**config.mk**
```make
export PLATFORM = sky130hd
export DESIGN_NAME = voice_allocator
export DESIGN_NICKNAME = d
export VERILOG_FILES = /design/src/rtl/voice_allocator.sv
export SDC_FILE = /design/constraint.sdc
export NUM_CORES = 1
export LEC_CHECK = 0
export CAP_MARGIN = 20
export CORE_MARGIN = 3
export CORE_UTILIZATION = 52
export DETAILED_ROUTE_END_ITERATION = 10
export GPL_TIMING_DRIVEN = 1
export MAX_ROUTING_LAYER = met4
export PLACE_DENSITY = 0.82
export SLEW_MARGIN = 10
export SYNTH_ARGS = -nofsm -noshare
export SYNTH_HDL_FRONTEND = slang
export SYNTH_SLANG_ARGS = --single-unit
```
**constraint.sdc**
```tcl
create_clock -name clk -period 4 [get_ports clk]
set_clock_uncertainty 0.05 [all_clocks]
set_input_delay 0.4 -clock clk [delete_from_list [all_inputs] [get_ports clk]]
set_output_delay 0.4 -clock clk [all_outputs]
set_load 0.02 [all_outputs]
```
**src/rtl/voice_allocator.sv**
```systemverilog
// voice_allocator
//   Accepts note requests from the song reader and assigns each one to a free
//   voice of the note player, lowest index first. Tracks the remaining
//   duration of every voice in beats and emits per-voice load strobes and
//   done pulses. With STEAL_EN set, a request arriving while all voices are
//   busy replaces the voice with the least time left (lowest index on ties).
//
// Ports
//   clk           system clock
//   reset         asynchronous, active-high reset
//   play_enable   1 = count beats and accept requests, 0 = freeze
//   beat          one-cycle beat tick
//   req_valid     note request present
//   req_note      note code, sampled on accept
//   req_duration  length in beats, sampled on accept; 0 = rest
//   req_ready     request accepted this cycle when high together with req_valid
//   voice_load    one-cycle load strobe per voice
//   voice_note    held note per voice, voice i at [i*NOTE_W +: NOTE_W]
//   voice_active  voice i is sounding
//   voice_done    one-cycle pulse when voice i's duration runs out
//   steal_event   one-cycle pulse when an accepted note replaced a busy voice
//   all_idle      no voice active
module voice_allocator #(
    parameter int NUM_VOICES = 3,
    parameter int NOTE_W     = 6,
    parameter int DUR_W      = 6,
    parameter int STEAL_EN   = 0
) (
    input  logic                         clk,
    input  logic                         reset,
    input  logic                         play_enable,
    input  logic                         beat,
    input  logic                         req_valid,
    input  logic [NOTE_W-1:0]            req_note,
    input  logic [DUR_W-1:0]             req_duration,
    output logic                         req_ready,
    output logic [NUM_VOICES-1:0]        voice_load,
    output logic [NUM_VOICES*NOTE_W-1:0] voice_note,
    output logic [NUM_VOICES-1:0]        voice_active,
    output logic [NUM_VOICES-1:0]        voice_done,
    output logic                         steal_event,
    output logic                         all_idle
);

    localparam int   IDX_W     = (NUM_VOICES > 1) ? $clog2(NUM_VOICES) : 1;
    localparam logic CAN_STEAL = (STEAL_EN != 0);

    logic [DUR_W-1:0] count [NUM_VOICES];
    logic [IDX_W-1:0] tgt;
    logic             any_free;
    logic             accept;
    logic             load_now;

    // A voice whose last beat lands this cycle is still active here, so it is
    // never chosen as free until the cycle after it expires.
    assign any_free  = |(~voice_active);
    assign req_ready = ~reset & play_enable & (any_free | CAN_STEAL);
    assign accept    = req_valid & req_ready;
    // Rests complete the handshake but load nothing.
    assign load_now  = accept & (req_duration != '0);
    assign all_idle  = ~|voice_active;

    // Target: lowest free voice, otherwise the busy voice with the smallest
    // count (strict < keeps the lowest index on ties).
    always_comb begin : target_select
        logic             found;
        logic [DUR_W-1:0] best;
        // NOTE: every variable gets a default before any conditional update,
        // otherwise the untaken paths would infer latches.
        found = 1'b0;
        best  = count[0];
        tgt   = '0;
        for (int i = 0; i < NUM_VOICES; i++) begin
            if (!found && !voice_active[i]) begin
                found = 1'b1;
                tgt   = IDX_W'(i);
            end
        end
        if (!found) begin
            for (int i = 1; i < NUM_VOICES; i++) begin
                if (count[i] < best) begin
                    best = count[i];
                    tgt  = IDX_W'(i);
                end
            end
        end
    end

    always_ff @(posedge clk or posedge reset) begin
        if (reset) begin
            // NOTE: the per-voice count array is small and feeds the steal
            // comparison, so it is reset like ordinary flops rather than
            // being treated as an unreset memory.
            for (int i = 0; i < NUM_VOICES; i++) begin
                count[i] <= '0;
            end
            voice_active <= '0;
            voice_note   <= '0;
            voice_load   <= '0;
            voice_done   <= '0;
            steal_event  <= 1'b0;
        end else begin
            // NOTE: non-blocking assignments throughout, so the strobe
            // defaults below are cleanly overridden by later assignments and
            // every read sees the pre-edge state.
            voice_load  <= '0;
            voice_done  <= '0;
            steal_event <= 1'b0;
            if (load_now) begin
                voice_load[tgt] <= 1'b1;
                steal_event     <= voice_active[tgt];
            end
            for (int i = 0; i < NUM_VOICES; i++) begin
                if (load_now && (tgt == IDX_W'(i))) begin
                    // A loaded voice takes the full duration and skips this
                    // beat; a stolen voice therefore never reports done.
                    count[i]                          <= req_duration;
                    voice_active[i]                   <= 1'b1;
                    voice_note[i*NOTE_W +: NOTE_W]    <= req_note;
                end else if (play_enable && beat && voice_active[i]) begin
                    if (count[i] == DUR_W'(1)) begin
                        count[i]        <= '0;
                        voice_active[i] <= 1'b0;
                        voice_done[i]   <= 1'b1;
                    end else begin
                        count[i] <= count[i] - DUR_W'(1);
                    end
                end
            end
        end
    end

endmodule
```
* Word level (Yosys, flattened, before mapping) *
Index checks and enable logic that the tools add are counted.
Widths: inputs -> output; s select.

operators by class
  add/sub/neg operators = 3
  $lt $le $gt $ge = 4
  equality and inequality tests = 5
  mux-type cells = 43
  bitwise gates (word level) = 6
  reduce and logical (&&, ||, !) cells = 27

operators by type and width
  operator             number
  $mux 6               11
  $mux 1               25
  $eq 6x1->1 const B   3
  $sub 6x1->6 const B  3
  $lt 6x6->1           2
  $reduce_bool 2->1    6
  $logic_and 1x1->1    10
  $mux 2               4
  $reduce_and 2->1     3
  $reduce_bool 6->1    1
  $reduce_or 3->1      2
  $and 1x1->1          4
  $logic_not 1->1      4
  $lt 2x3->1 const B   1
  $mux 3               1
  $not 3->3            1
  $bmux 1 s2           1
  $demux 1 s2          1
  $eq 2x1->1 const B   1
  $eq 2x2->1 const B   1
  $ge 2x1->1 const B   1
  $logic_not 2->1      1
  $not 1->1            1

word-level totals
  register bits = 46
  input bits = 17
  output and inout bits = 30
  word-level logic and storage cells = 100

* Depth between registers and ports, before layout *
Gate-level depths: netlist (run 1).

  depth in word-level cells = 15
  gate-level depth with buffers = 15
  mapped depth without buffers = 13

* Worst setup path before layout (run 1) *
OpenSTA, ideal clock, no wires.

  path kind = reg-to-reg
  start = register count[15] in the netlist's numbering
  end = register count[2] in the netlist's numbering
  library setup time = 125 ps
  arrival time = 3229 ps
  data required time = 3825 ps
  slack = 596 ps
  cell stages (with the launch flop) = 16
  buffers on the path = 2
  clock period less this slack = 3404 ps
  path through = dfrtp_1 > clkbuf_1 > inv_1 > ha_1 > a21oi_1 > o21ai_0 > o21bai_2 > mux2i_1 > ha_1 > a21o_1 > a211oi_1 > nand3_1 > a211o_1 > a21boi_1 > buf_6 > mux2_4

between the ends
  word-level cells in the longest chain between the ends = 9
  elaborated cells between the ends (all ways) = 11
  those cells by class = order compare: 2; eq/ne: 1; mux: 6; reduce/logical: 2

ends and longest elaborated chain
  item                                                line  source
  from (decl)                                         48    logic [DUR_W-1:0] count [NUM_VOICES];
  from (signal, indexed assignment)                   117   count[i] <= req_duration;
  from (signal, indexed assignment)                   126   count[i] <= count[i] - DUR_W'(1);
  $lt 6x6->1                                          81    if (count[i] < best) begin
  $mux 6                                              81
  $mux 6                                              79    if (!found) begin
  $lt 6x6->1                                          81
  $mux 2 *                                            81
  $mux 2 *                                            79
  $eq 2x2->1 *                                        114   if (load_now && (tgt == IDX_W'(i))) begin
  $logic_and 1x1->1 *                                 114
  $mux 6 / $reduce_bool 2->1 (equally long branches)  --

Mark *: on every way between the ends. The rest lies on a longest branch, timed or not. The select of a mux whose other input is x is not followed.
A chain may end at the register's enable or synchronous reset.

* Final worst setup path (run 1) *
  start = register count[15] in the netlist's numbering
  end = register voice_note[17]

between the ends
  word-level cells in the longest chain between the ends = 8
  elaborated cells between the ends (all ways) = 9
  those cells by class = order compare: 2; eq/ne: 1; mux: 5; reduce/logical: 1

ends and longest elaborated chain
  item                             line  source
  $lt 6x6->1                       81
  $mux 6                           81
  $mux 6                           79
  $lt 6x6->1                       81
  $mux 2 *                         81
  $mux 2 *                         79
  $eq 2x2->1 *                     114
  $logic_and 1x1->1 *              114
  to (signal, indexed assignment)  119   voice_note[i*NOTE_W +: NOTE_W] <= req_note;
  to (decl)                        38    output logic [NUM_VOICES*NOTE_W-1:0] voice_note,

Marks and branches as above.

==> impl_metrics.csv, run 1 <==
group,metric,value,unit
outcome,status,"finished clean",
floorplanning,core_region_area,4530,um2
sta,rsz0062_at_grt,"false",
routing,finalWirelength,6.36,mm
finish,fin_area,3170,um2
routing,ant_nets,0,
routing,avgRoutedWirePerCell,18.0,um
place,portBuffers,46,
floorplanning,dieArea,5780,um2
synthesis,synthMostInstantiatedCell,"dfrtp_1",
clock_tree,cts_tree,"built",
clock_tree,hold_buffers,0,
routing,drcViolationCount,0,
clock_tree,cts_buffer_depth,2,
clock_tree,ctsHtreeMaxLevel,2,
clock_tree,clk_pin_slew,0.09,ns
synthesis,synth_area_leaders,"dfrtp_1 (45%), ha_1 (7.8%), mux2_2 (5.3%)",
power,peakVddDrop,0.518,mV
critical_path,crit_arrival,3.86,ns
place,hpwl,4.54,mm
floorplanning,die_w,76.0,um
finish,area_delta_synth_final,24.1,%
critical_path,critical_path.max_fanout,10,
synthesis,synth_top_area_share,45.1,%
critical_path,crit_path_start_kind,"flip-flop",
clock_tree,cts.sinks,46,
synthesis,async_flop_share,100,%
power,powerDensity,802,nW/um2
critical_path,critPathCaptureType,"flip-flop",
job,cap_viol_max_count,0,
critical_path,critPathRequiredTime,4.14,ns
sta,finalCriticalPeriod,3.72,ns
finish,n_antenna_cell,0,
synthesis,synthTopCellsByCount,"dfrtp_1 (46), ha_1 (16), nand2_1 (16), o21ai_0 (16)",
synthesis,synthesis.nets,273,
global_routing,grtUsageTotal,23.5,%
sta,fin_crit_sh,93.0,%
synthesis,ys_seq_area_share,45.1,%
global_routing,grt_max_degree,47,
finish,nNetsFinal,321,
clock_tree,cts_root_buffer,"clkbuf_8",
floorplanning,boundaryPins,47,
sta,finalHoldViolCount,0,
clock_tree,ctsResizeCount,0,
routing,drt_iter0_markers,141,
synthesis,ys_seq_elements,46,
sta,worst_pin_slew,1.08,ns
critical_path,slowest_stage,"dfrtp_1",
routing,dr.pass1.iters,5,
floorplanning,dieHeight,76.0,um
clock_tree,clkLatencyLatePin,0.31,ns
global_routing,grt_antenna_before_repair,0,
synthesis,netlist_area,2550,um2
global_routing,grt_pass1_vias,2068,
sta,fmax,0.269,GHz
floorplanning,rows,24,
synthesis,ys_warn_count,0,
sta,drv_slew,0,
global_routing,grt_pass1_wl,10.5,mm
sta,setup_viol,0,
synthesis,postSynthCellCount,240,
synthesis,synth_cell_types,49,
critical_path,max_stage_delay,0.46,ns
critical_path,path_class,"flip-flop to flip-flop",
finish,layout-drive-gt1-share,11.8,%
routing,drt-vias-per-instance,5.85,
clock_tree,cts_setup_buffers,0,
place,placed_cell_area,3050,um2
sta,final.setup.tns,0,ns
floorplanning,initial_core_util,56.3,%
finish,fillers,333,
routing,vias,2072,
critical_path,crit_top_cell,"ha_1",
power,p_leak,1.35,nW
clock_tree,numCtsBuffers,5,
power,p_total,2.54,mW
synthesis,synth_edf_count,0,
synthesis,synthFlopType,"dfrtp_1",
worst_hold_path,hold_class,"flip-flop to flip-flop",
synthesis,avgSynthCellArea,10.6,um2
critical_path,crit_chain,"inv_1 > ha_1 > a21oi_1 > o21ai_0 > o21bai_4 > mux2i_1 > ha_1 > a21o_1 > a211oi_1 > nand3_1 > a211o_1 > a21boi_1 > buf_4 > mux2_4",
sta,max_slew_margin,27.4,%
global_routing,globalRoute.totalOverflow,0,
synthesis,yosys.area.top_type,"dfrtp_1",
place,gp_congestion,0.867,
==> stage by stage <==
stage               util [%]  instances  hold slack (ns)  setup WS, ns
global route            69.8        354            0.478        0.0299
floorplan                  -        240            0.451         0.596
finish                  69.8        354            0.463         0.278
detailed placement      67.3        346            0.446         0.306
CTS                     69.6        354            0.465         0.290
global placement        67.3        346            0.438         0.535
==> area by class of cell <==
type	instances	area (um2)	share of cell area, %
clock buffers	7	76.3	2.41
clock inverters	1	30.0	0.949
inverters	15	56.3	1.78
multi-input cells	173	1300	41.1
flip-flops and latches	46	1150	36.4
well taps	65	81.3	2.57
repair buffers	47	468	14.8
==> where the power goes <==
group	leakage (nW)	total (mW)	switching, mW	internal (mW)
sequential	0.563	0.862	0.210	0.652
combinational	0.738	1.32	0.675	0.649
clock	0.0524	0.352	0.165	0.187
==> flip-flops by register name, indices dropped and copies added, names as in the netlist <==
| signal | cells |
|---|---|
| voice_done | 3 |
| voice_active | 3 |
| voice_note | 18 |
| count | 18 |
| steal_event | 1 |
| voice_load | 3 |
==> final timing paths <==
check	slack (ns)	to	depth (start not counted)	start
max	0.28	voice_note[17]	14	count[15]
min	0.46	voice_note[4]	1	voice_note[4]
max reg2reg	0.28	voice_note[17]	14	count[15]
min reg2reg	0.46	voice_note[4]	1	voice_note[4]
max in group asynchronous	2.70	count[1]	2	reset
min in group asynchronous	0.60	voice_note[13]	2	reset
==> cells in the final DEF, fill, tap and decap left out, drive strengths merged, types with 2 or more instances in the layout <==
master         instances
dfrtp                 46
clkdlybuf4s50         46
mux2                  20
nand2                 16
o21ai                 16
ha                    16
nor2                  16
inv                   15
a21oi                 12
nand3                  8
nand2b                 8
clkbuf                 7
nor3                   6
a221o                  5
nor3b                  5
mux2i                  5
nand4                  3
o31ai                  3
nor4                   3
and3                   2
o221ai                 2
a211oi                 2
and2                   2
or4                    2
o211ai                 2
==> cell families after synthesis <==
logic type / share of synthesized area, %
muxes: 12.0
buffers and inverters: 4.12
other: 0.147
DFF: 45.1
AOI/OAI and AO/OA: 15.5
adders and majority gates: 7.85
and+or+nand+nor: 15.3
==> critical path, delay by kind of cell, from the launching register on <==
family / cells / cell delay [ns]
AO/OA/AOI/OAI: 7 / 1.50
adder cells (fa/ha/maj): 2 / 0.58
multiplexers: 2 / 0.55
flip-flops: 1 / 0.46
buffers and inverters: 2 / 0.33
AND/OR/NAND/NOR: 1 / 0.13
==> routing by layer <==
metal  global-route usage [%]  routed length (um)  part of all wire, %
met1                     31.9                2960                   46
met5                        -                   0                    0
met3                     5.79                 383                  6.0
met2                     35.7                2950                   46
met4                     5.98                  75                  1.2
(Power assumes the default switching activity.)
==> run 2, diff against run 1 <==
--- a/config.mk
+++ b/config.mk
@@ -11,7 +11,7 @@
 export DETAILED_ROUTE_END_ITERATION = 10
 export GPL_TIMING_DRIVEN = 1
 export MAX_ROUTING_LAYER = met4
-export PLACE_DENSITY = 0.82
+export PLACE_DENSITY = 0.77
 export SLEW_MARGIN = 10
 export SYNTH_ARGS = -nofsm -noshare
 export SYNTH_HDL_FRONTEND = slang
==> run 2 against run 1 <==
Clock power hardly changed. Hold slack worse by 0.0026 ns. Clock-buffer cell count is 1 lower. Setup slack better by 0.067 ns. Register-to-register slack better by 0.07 ns. Critical path depth stayed put. Global-route usage is 0.67 points higher. Critical path type unchanged. Highest routed layer unchanged.
==> impl_metrics.csv, run 2 (synthesis results as in run 1) <==
group,metric,value,unit
critical_path,crit_arrival,3.79,ns
finish,fin_area,3170,um2
routing,ant_nets,0,
floorplanning,dieHeight,76.0,um
place,portBuffers,46,
finish,n_antenna_cell,0,
critical_path,critPathCaptureType,"flip-flop",
global_routing,grt_pass1_vias,2167,
floorplanning,die_w,76.0,um
finish,nNetsFinal,321,
sta,max_slew_margin,29.7,%
clock_tree,cts.sinks,46,
critical_path,crit_path_start_kind,"flip-flop",
finish,seqCellArea,1150,um2
clock_tree,hold_buffers,0,
finish,area_delta_synth_final,24.2,%
power,p_leak,1.35,nW
floorplanning,core_region_area,4530,um2
critical_path,path_class,"flip-flop to flip-flop",
sta,finalHoldViolCount,0,
sta,setup_ws,0.345,ns
power,p_total,2.55,mW
clock_tree,cts_buffer_depth,2,
floorplanning,dieArea,5780,um2
finish,mostFrequentLayoutCells,"dfrtp_1 (46), clkdlybuf4s50_1 (46), nand2_1 (16), o21ai_0 (16), ha_1 (16)",
routing,finalWirelength,6.32,mm
sta,rsz0062_at_grt,"false",
finish,top_regs,"count: 18 flops, voice_note: 18 flops",
power,peakVddDrop,0.415,mV
floorplanning,rows,24,
critical_path,critical_path.max_fanout,10,
sta,setup_viol,0,
finish,multi_input_area,1300,um2
sta,worst_pin_slew,1.05,ns
critical_path,regToRegEndpoint,"voice_note[16]",
routing,vias,2092,
routing,drcViolationCount,0,
floorplanning,initial_core_util,56.3,%
global_routing,grt_antenna_before_repair,0,
clock_tree,cts_root_buffer,"clkbuf_8",
finish,layout-drive-gt1-share,12.1,%
place,placed_cell_area,3050,um2
clock_tree,cts_setup_buffers,0,
sta,hold_ws,0.460,ns
global_routing,grt_pass1_wl,10.9,mm
clock_tree,ctsResizeCount,0,
sta,finalCriticalPeriod,3.65,ns
place,hpwl,4.54,mm
critical_path,critPathRequiredTime,4.14,ns
sta,drv_slew,0,
power,powerDensity,803,nW/um2
clock_tree,numCtsBuffers,5,
global_routing,globalRoute.totalOverflow,0,
worst_hold_path,hold_depth,1,
global_routing,grt_max_degree,47,
clock_tree,clkLatencyLatePin,0.30,ns
worst_hold_path,hold_start,"voice_note[1]",
clock_tree,cts_tree,"built",
critical_path,rr_worst_depth,14,
critical_path,r2r-start,"count[15]",
global_routing,grtUsageTotal,24.2,%
sta,fin_crit_sh,91.4,%
floorplanning,boundaryPins,47,
sta,final.setup.tns,0,ns
worst_hold_path,hold_class,"flip-flop to flip-flop",
outcome,status,"finished clean",
job,cap_viol_max_count,0,
worst_hold_path,min_to,"voice_note[1]",
routing,avgRoutedWirePerCell,17.9,um
sta,fmax,0.274,GHz
routing,drt-vias-per-instance,5.91,
finish,fillers,335,
clock_tree,clk_pin_slew,0.09,ns
place,gp_congestion,0.921,
routing,drt_iter0_markers,208,
critical_path,reg2reg_slack,0.35,ns
clock_tree,ctsHtreeMaxLevel,2,
routing,dr.pass1.iters,5,
place,place_ws,0.366,ns
## run 2: cell types whose count changed in the layout (fill, tap and decap cells not counted)
| cell | previous run | this run |
|---|---|---|
| clkbuf_1 | 2 | 1 |
| clkinvlp_4 | 0 | 1 |
## run 2: power by group
| group | switching (mW) | internal (mW) |
|---|---|---|
| sequential | 0.211 | 0.652 |
| combinational | 0.682 | 0.648 |
| clock | 0.165 | 0.187 |
| total | 1.06 | 1.49 |
## run 2: how the worst max path moves through the flow
| stage | from | endpoint | slack (ns) | depth (start not counted) |
|---|---|---|---|---|
| after floorplan | count[15] | count[2] | 0.60 | 15 |
| after global placement | count[15] | voice_note[14] | 0.53 | 13 |
| after detailed placement | count[15] | voice_note[12] | 0.37 | 13 |
| after CTS | count[15] | voice_note[16] | 0.35 | 13 |
| after global routing | count[15] | voice_note[16] | 0.04 | 14 |
| final | count[15] | voice_note[16] | 0.35 | 14 |
## run 2: area by class of cell
cell class                      instances  share of cell area [%]
Clock buffer                            6                    2.29
Clock inverter                          2                    1.18
Inverter                               15                    1.78
Multi-Input combinational cell        173                    41.1
Sequential cell                        46                    36.3
Tap cell                               65                    2.57
Timing Repair Buffer                   47                    14.8
## run 2: per-stage QoR
step / instances / util (%)
floorplan: 240 / -
global placement: 346 / 67.3
detailed placement: 346 / 67.3
CTS: 354 / 69.7
global route: 354 / 69.9
finish: 354 / 69.9
## run 2: critical path: stages (launching register included)
cell	delay, ns
dfrtp_1	0.49
inv_1	0.10
ha_1	0.31
a21oi_1	0.07
o21ai_0	0.21
o21bai_4	0.22
mux2i_1	0.23
ha_1	0.28
a21o_1	0.19
a211oi_1	0.29
nand3_1	0.12
a211o_1	0.30
a21boi_1	0.13
buf_4	0.23
mux2_4	0.31
## run 2: per-layer routing
| metal | track usage [%] | vias to the layer above | routed length, um |
|---|---|---|---|
| met5 | - | - | 0 |
| met4 | 9.06 | 0 | 170 |
| met3 | 4.73 | 21 | 417 |
| met2 | 37.3 | 88 | 2940 |
| met1 | 31.9 | 1008 | 2800 |
| li1 | - | 975 | - |
==> run 3, diff against run 2 <==
--- a/config.mk
+++ b/config.mk
@@ -5,6 +5,7 @@
 export SDC_FILE = /design/constraint.sdc
 export NUM_CORES = 1
 export LEC_CHECK = 0
+export ABC_AREA = 1
 export CAP_MARGIN = 20
 export CORE_MARGIN = 3
 export CORE_UTILIZATION = 52
==> run 3 against run 2 <==
Routed wire length is 1.0% higher. Highest routed layer unchanged. Largest cell class unchanged. Non-clock buffer count did not move. Clock power rose by 1%. Final area up 0.75%. Critical path type unchanged. Combinational power increased by 8%. Largest power group unchanged. Hold slack worse by 0.020 ns. Sequential share of layout area decreased by 0.27 points. Flip-flop and latch count unchanged. Synthesized area rose by 1.0%.
==> impl_metrics.csv, run 3 <==
group,metric,value,unit
outcome,status,"finished clean",
floorplanning,dieArea,5840,um2
clock_tree,ctsResizeCount,0,
power,combPwrFrac,55.0,%
clock_tree,hold_buffers,0,
synthesis,avgSynthCellArea,8.21,um2
critical_path,crit_path_start_kind,"flip-flop",
power,p_leak,1.58,nW
global_routing,grt_antenna_before_repair,0,
worst_hold_path,hold_class,"flip-flop to flip-flop",
critical_path,regToRegEndpoint,"count[12]",
finish,multi_input_area,1220,um2
critical_path,max_stage_delay,0.44,ns
sta,fmax,0.306,GHz
routing,vias,2276,
clock_tree,cts_tree,"built",
worst_hold_path,min_to,"voice_note[14]",
place,gp_congestion,0.939,
sta,final.setup.tns,0,ns
synthesis,netlist_area,2580,um2
critical_path,crit_chain,"ha_1 > nand2_1 > inv_1 > a21oi_1 > nand2_1 > o21ai_0 > ha_1 > a21oi_1 > nor2_1 > a2111oi_2 > nand2_2 > nand3b_2 > inv_4 > nand2_1 > nand3_1",
routing,drt_iter0_markers,163,
synthesis,ys_seq_elements,46,
power,swShare,45.2,%
synthesis,synthFlopType,"dfrtp_1",
power,peakVddDrop,0.416,mV
critical_path,critPathRequiredTime,4.13,ns
critical_path,critPathCaptureType,"flip-flop",
synthesis,yosys.area.top_type,"dfrtp_1",
finish,n_antenna_cell,0,
critical_path,path_delay_family,"simple AND/OR/NAND/NOR gates",
finish,area_delta_synth_final,23.9,%
clock_tree,clkLatencyLatePin,0.29,ns
global_routing,globalRoute.totalOverflow,0,
place,portBuffers,46,
synthesis,synth_top_area_share,44.7,%
synthesis,synthMostInstantiatedCell,"nand2_1",
synthesis,synth_area_leaders,"dfrtp_1 (45%), nand2_1 (11%), nand3_1 (9.3%)",
routing,drt-vias-per-instance,5.33,
clock_tree,clk_pin_slew,0.08,ns
floorplanning,boundaryPins,47,
critical_path,crit_arrival,3.39,ns
clock_tree,cts_root_buffer,"clkbuf_8",
power,pwr-share-seq,31.3,%
clock_tree,cts_buffer_depth,2,
floorplanning,initial_core_util,56.5,%
clock_tree,cts.sinks,46,
sta,finalCriticalPeriod,3.26,ns
place,hpwl,4.60,mm
critical_path,rr_worst_depth,15,
global_routing,grt_pass1_vias,2257,
worst_hold_path,hold_depth,2,
floorplanning,die_w,76.4,um
floorplanning,rows,24,
synthesis,synthTopCellsByCount,"nand2_1 (75), nand3_1 (48), dfrtp_1 (46), inv_1 (37), nor2_1 (18)",
sta,worst_pin_slew,0.589,ns
clock_tree,ctsHtreeMaxLevel,2,
synthesis,async_flop_share,100,%
power,clkPwrFrac,13.6,%
sta,finalHoldViolCount,0,
critical_path,reg2reg_slack,0.74,ns
floorplanning,dieHeight,76.4,um
critical_path,critical_path.max_fanout,20,
critical_path,slowest_stage,"dfrtp_1",
power,p_total,2.62,mW
critical_path,crit_top_cell,"nand2_1",
global_routing,grt_pass1_wl,10.7,mm
finish,mostFrequentLayoutCells,"nand2_1 (75), nand3_1 (48), dfrtp_1 (46), clkdlybuf4s50_1 (46), inv_1 (36)",
sta,max_slew_margin,60.7,%
power,powerDensity,820,nW/um2
finish,nNetsFinal,395,
worst_hold_path,hold_start,"voice_note[14]",
synthesis,synth_cell_types,32,
global_routing,grt_max_degree,47,
critical_path,path_buf_inv,2,
sta,setup_viol,0,
finish,top_regs,"count: 18 flops, voice_note: 18 flops",
power,p_int,1.44,mW
sta,fin_crit_sh,81.6,%
sta,drv_slew,0,
sta,rsz0062_at_grt,"false",
finish,layout_commonest_cell,"nand2_1",
routing,avgRoutedWirePerCell,14.9,um
finish,layout-drive-gt1-share,7.73,%
synthesis,synth_edf_count,0,
clock_tree,numCtsBuffers,5,
synthesis,synthesis.nets,347,
routing,drcViolationCount,0,
finish,fillers,362,
power,switchingPower,1.18,mW
routing,dr.pass1.iters,4,
routing,ant_nets,0,
floorplanning,core_region_area,4560,um2
clock_tree,cts_setup_buffers,0,
critical_path,r2r-start,"count[11]",
synthesis,postSynthCellCount,314,
global_routing,grtUsageTotal,23.6,%
critical_path,path_class,"flip-flop to flip-flop",
job,cap_viol_max_count,0,
synthesis,ys_seq_area_share,44.7,%
routing,finalWirelength,6.38,mm
synthesis,ys_warn_count,0,
finish,seqCellArea,1150,um2
[run 3: changes by cell type after synthesis, moves of 5 or more]
cell      change
o21ai_1       +8
nor3b_1       -5
nand3_1      +40
a21oi_1       -8
nand2b_1      -8
mux2_4        -8
xor2_1        +6
a221o_1       -5
mux2_2       -12
nand2_1      +59
inv_1        +22
mux2i_1       -5
o21ai_2       +5
[run 3: metal layers]
layer / GRT usage (%) / wire length [um] / vias up
li1: - / - / 1121
met4: 8.15 / 112 / 0
met3: 3.78 / 357 / 10
met5: - / 0 / -
met2: 36.2 / 2960 / 72
met1: 31.8 / 2960 / 1073
[run 3: metrics by stage]
step	worst slack, ns	cells	hold WS, ns	cell area, um2	utilization, %
after global placement	0.879	420	0.418	3080	67.5
after floorplan	1.20	314	0.451	2580	-
final	0.736	427	0.440	3190	70.0
after global routing	0.379	427	0.477	3190	70.0
after detailed placement	0.770	420	0.422	3080	67.5
after CTS	0.748	427	0.443	3190	70.0
[run 3: power by group through the flow]
stage	Combinational (mW)	Clock, mW	Sequential, mW
2_1_floorplan	0.900	0	0.909
3_3_place_gp	1.40	0	0.819
3_5_place_dp	1.43	0	0.823
4_1_cts	1.45	0.363	0.817
5_1_grt	1.63	0.380	0.845
6_report	1.44	0.356	0.821
[run 3: cells by family (layout without fill, tap and decap cells)]
| family | after synthesis | count (layout) | synth area share [%] |
|---|---|---|---|
| fa+ha+maj | 16 | 16 | 7.77 |
| other cells | 1 | 1 | 0.145 |
| compound gates | 37 | 37 | 9.22 |
| buf+inv | 49 | 97 | 8.15 |
| simple gates | 157 | 157 | 27.3 |
| xor+xnor | 8 | 8 | 2.72 |
| flops | 46 | 46 | 44.7 |
[run 3: worst min-delay path, stage by stage (launching register included)]
cell,delay [ns]
dfrtp_1,0.35
nand2_1,0.06
o21ai_2,0.05
[run 3: final cells by class]
cell class | count | area share, %
clock inverter | 1 | 0.940
timing repair buffer | 47 | 14.7
sequential | 46 | 36.1
multi-input combinational | 219 | 38.1
inverter | 43 | 5.13
clock buffer | 6 | 2.59
tap | 65 | 2.55
[run 3: worst max-delay path by stage]
stage,from,end,slack [ns],cells past startpoint
after floorplan,count[11],count[5],1.20,18
after global placement,count[11],count[12],0.88,15
after detailed placement,count[11],count[12],0.77,15
after CTS,count[11],count[12],0.75,15
after global routing,count[15],count[13],0.38,16
final,count[11],count[12],0.74,15
